## config.mk

```make
export PLATFORM = sky130hd
export DESIGN_NAME = regfile_scoreboard
export DESIGN_NICKNAME = d
export VERILOG_FILES = /design/src/rtl/regfile_scoreboard.sv
export SDC_FILE = /design/constraint.sdc
export NUM_CORES = 2
export LEC_CHECK = 0
export ABC_AREA = 0
export CORE_ASPECT_RATIO = 0.9
export CORE_UTILIZATION = 50
export CTS_BUF_LIST = sky130_fd_sc_hd__clkbuf_2
export DETAILED_ROUTE_END_ITERATION = 10
export HOLD_SLACK_MARGIN = 0.1
export PLACE_DENSITY_LB_ADDON = 0.2
export SLEW_MARGIN = 40
export SYNTH_ARGS = -nofsm -noshare
export SYNTH_HDL_FRONTEND = slang
export SYNTH_SLANG_ARGS = --single-unit
```

## constraint.sdc

```tcl
create_clock -name clk -period 85.9 [get_ports clk]
set_input_delay 8.59 -clock clk [delete_from_list [all_inputs] [get_ports clk]]
set_output_delay 8.59 -clock clk [all_outputs]
set_load 0.02 [all_outputs]
```

## src/rtl/regfile_scoreboard.sv

```systemverilog
// 32 x XLEN integer register file with write-first bypass and a per-register
// pending-write scoreboard that flags operand hazards to issue.
module regfile_scoreboard #(
  parameter int XLEN  = 64,
  parameter int NREGS = 32,
  parameter int AW    = 5
) (
  input  logic            clk,
  input  logic            reset,
  input  logic [AW-1:0]   rs1_addr,
  input  logic [AW-1:0]   rs2_addr,
  output logic [XLEN-1:0] rs1_data,
  output logic [XLEN-1:0] rs2_data,
  input  logic            we,
  input  logic [AW-1:0]   rd_addr,
  input  logic [XLEN-1:0] rd_data,
  input  logic            lock_en,
  input  logic [AW-1:0]   lock_addr,
  output logic            rs1_busy,
  output logic            rs2_busy
);

  logic [XLEN-1:0]  r_regs [NREGS];
  logic [NREGS-1:0] r_pending;

  logic w_wrValid;
  logic w_lockValid;
  logic w_rs1Bypass;
  logic w_rs2Bypass;

  assign w_wrValid   = we && (rd_addr != '0);
  assign w_lockValid = lock_en && (lock_addr != '0);
  assign w_rs1Bypass = w_wrValid && (rd_addr == rs1_addr);
  assign w_rs2Bypass = w_wrValid && (rd_addr == rs2_addr);

  // Entry 0 is cleared on reset and never written, so x0 always reads as zero;
  // the lock is applied after the clear so a same-cycle set wins.
  always_ff @(posedge clk or posedge reset) begin
    if (reset) begin
      for (int i = 0; i < NREGS; i++) begin
        r_regs[i] <= '0;
      end
      r_pending <= '0;
    end else begin
      if (w_wrValid) begin
        r_regs[rd_addr]    <= rd_data;
        r_pending[rd_addr] <= 1'b0;
      end
      if (w_lockValid) begin
        r_pending[lock_addr] <= 1'b1;
      end
    end
  end

  always_comb begin
    rs1_data = '0;
    rs2_data = '0;
    rs1_busy = 1'b0;
    rs2_busy = 1'b0;
    if (rs1_addr != '0) begin
      rs1_data = w_rs1Bypass ? rd_data : r_regs[rs1_addr];
      rs1_busy = r_pending[rs1_addr] && !w_rs1Bypass;
    end
    if (rs2_addr != '0) begin
      rs2_data = w_rs2Bypass ? rd_data : r_regs[rs2_addr];
      rs2_busy = r_pending[rs2_addr] && !w_rs2Bypass;
    end
  end

endmodule
```

==> run metrics <==
status=complete, no violations; Area after DPL=approximately 0.12 sq mm; RSZ-0062 raised after global routing=no; vias per cell=7.01; worst vdd ir=about 12 uV; Hold Slack=~400 ps; top post-synthesis cells by area=dfrtp_1, mux2_2, mux4_2, mux2i_1, buf_2; Synth Flop Type=dfrtp_1; count of flip-flops with a built-in enable after synthesis=0; Layout Nets=7817; Die Area=approximately 0.22 sq mm; post-route non-filler standard cell count=approximately 11000; worst slack, placed=63110 ps; Worst Path Max Fanout=67; Die Y=449 um; I/O pins=218; core region area=roughly 0.22 sq mm; WP data arrival=14120 ps; post-synthesis cell count=roughly 7600; Period Utilization, post-route=approximately a quarter; CTS H-tree lvls=6; Initial Utilization=between 50% and 60%; cells on worst reg2reg path=1; latest clock arrival within the worst-skew pair=between 1500 and 2000 ps; Post-synth ARST share=100%; WL/cell=between 30 and 40 um; Die Wd=around 500 um; GRT busiest layer=met2; final max-slew violation count=0; hpwl dp=226000 um; Site Rows=between 150 and 200; DR vias=around 77000; Post-Synthesis Net Count=a little under 8000; synthesized cell area=about 0.11 sq mm; #FFs+latches synth=2080; WS Path Type=input port to primary output; clock skew=0 ps; yosys warns=0; share of post-route cells with drive strength above 1=51.6%; design area=0.120 sq mm; synth unique cells=61; Resized cells post-CTS=0; met3 Track Usage GR=9.69%; vias in the first global route=slightly below 80000; first-pass GRT wire length=around 570000 um; root buffer cell=clkbuf_2; Peak Freq=approximately 44 MHz; minimum clock period=22710 ps; Critical Path RT=~77000 ps; GRT Residual Overflow=0; antenna violations before repair=44; synth cell count leaders=mux2_2, dfrtp_1, mux4_2, clkbuf_1, mux2i_1; post-CTS setup buffers=0; leakage power figure=53.0 nW; Longest Clk Path Bufs=4; Slew HR=about a tenth; final hold violation count=0; clk slew on worst S/H paths=roughly 90 ps; total negative slack=0 ps; Post-route DRC=0; top-area cell type share of the netlist area=between 40% and 50%; CP endpoint kind=primary output; Sink Count=2080; Detail Route Antenna Nets=0; CP Launch Type=input port; DRT Pass-1 Iters=7; total of max-cap violations=0; PwrDens=about 22 mW/mm^2; Mean Syn Cell Area=between 10 and 15 sq um; CTS tree=built; post-synthesis sequential area ratio=between 40% and 50%; Final Power=between 2 and 3 mW; pin count of the biggest net entering global routing=between 150 and 200; met1 Track Usage GR=between 40% and 50%; Util after Layout=a little over half; Routed WL=about 400000 um; largest area contributor in the netlist=dfrtp_1; port bufs=217; Hold WC Path Type=flop to flop; TritonCTS Buffers=576; Cell Count Post-Placement=~10000; FF-to-FF Start=r_regs[1637]$_DFFE_PP0P_; area grow syn2layout=8.14%; final setup vio count=0; fin worst setup slack=about 63000 ps; hold path start=r_regs[2031]$_DFFE_PP0P_; GRT Total Usage=between 30 and 40%; met2 usage=between 50 and 60%; origin of the worst setup path=rs2_addr[0]; count leader, synth=mux2_2; hold buffers post-CTS=0; hold depth=0; routability cong.=just under 0.9; worst-margin pin slew=around 1400 ps; initial drt markers=~9100
==> power breakdown <==
group | total (mW) | internal [mW] | leakage (nW) | switching [mW]
logic | 0.624 | 0.349 | 22.5 | 0.275
registers | 1.30 | 1.16 | 26.7 | 0.137
clock network | 0.693 | 0.265 | 3.75 | 0.428
total | 2.62 | 1.78 | 53.0 | 0.840
==> flip-flops by register name, summed over array words and instances, names as in the netlist <==
name,count
r_regs,2048
r_pending,32
==> cells by family after synthesis <==
kind of cell,count (synthesis),share of synthesized area [%]
and+or+nand+nor,488,2.13
xor gates and xnor gates,10,0.0788
DFF,2080,46.9
AOI/OAI and AO/OA,836,5.63
buffers and inverters,907,3.96
muxes,3273,41.4
==> final cells by class <==
| class | instances | area, sq um |
|---|---|---|
| Fill cell | 18135 | 99900 |
| Multi-Input combinational cell | 4607 | 55200 |
| Sequential cell | 2080 | 52000 |
| Timing Repair Buffer | 460 | 4480 |
| Clock buffer | 854 | 4270 |
| Tap cell | 2887 | 3610 |
| Clock inverter | 89 | 397 |
| Antenna cell | 23 | 57.6 |
| Inverter | 4 | 30.0 |
==> cell usage in the layout (no fill, tap or decap), types with 17 or more instances in the layout <==
cell             instances
mux2_2                2083
dfrtp_1               2080
clkbuf_2               854
mux4_2                 845
mux2i_1                345
clkdlybuf4s50_1        172
buf_4                  162
o22ai_1                145
a22oi_1                141
nor2_1                 113
nand3_1                112
nand2_1                104
o21ai_0                 86
clkinv_1                73
a211oi_1                67
a221oi_1                64
a22o_1                  60
a21oi_1                 59
a32o_1                  57
nor2b_1                 50
buf_6                   50
buf_2                   38
a2111oi_0               34
o221ai_1                32
diode_2                 23
o311ai_0                22
nor2_4                  18
buf_12                  17
==> worst max-delay path, stage by stage <==
cell	delay [ps]
buf_8	570
buf_4	500
buf_4	370
buf_12	260
buf_4	540
buf_4	640
mux4_2	350
o22ai_1	80
nor2_1	380
a21oi_1	140
a21oi_1	780
clkdlybuf4s50_1	770
==> worst paths after layout <==
check,slack (ps),endpoint
min,400,r_regs[2031]$_DFFE_PP0P_
max reg2reg,85070,r_regs[1637]$_DFFE_PP0P_
min reg2reg,400,r_regs[2031]$_DFFE_PP0P_
max,63190,rs2_data[51]
max in group asynchronous,74260,r_regs[674]$_DFFE_PP0P_
min in group asynchronous,7220,r_regs[1969]$_DFFE_PP0P_
==> per-layer routing <==
metal | part of all wire, % | wire, um
met5 | 0.047 | 186
met4 | 5.5 | 21600
met3 | 10 | 41200
met2 | 45 | 178000
met1 | 39 | 155000
(Power assumes the default switching activity.)
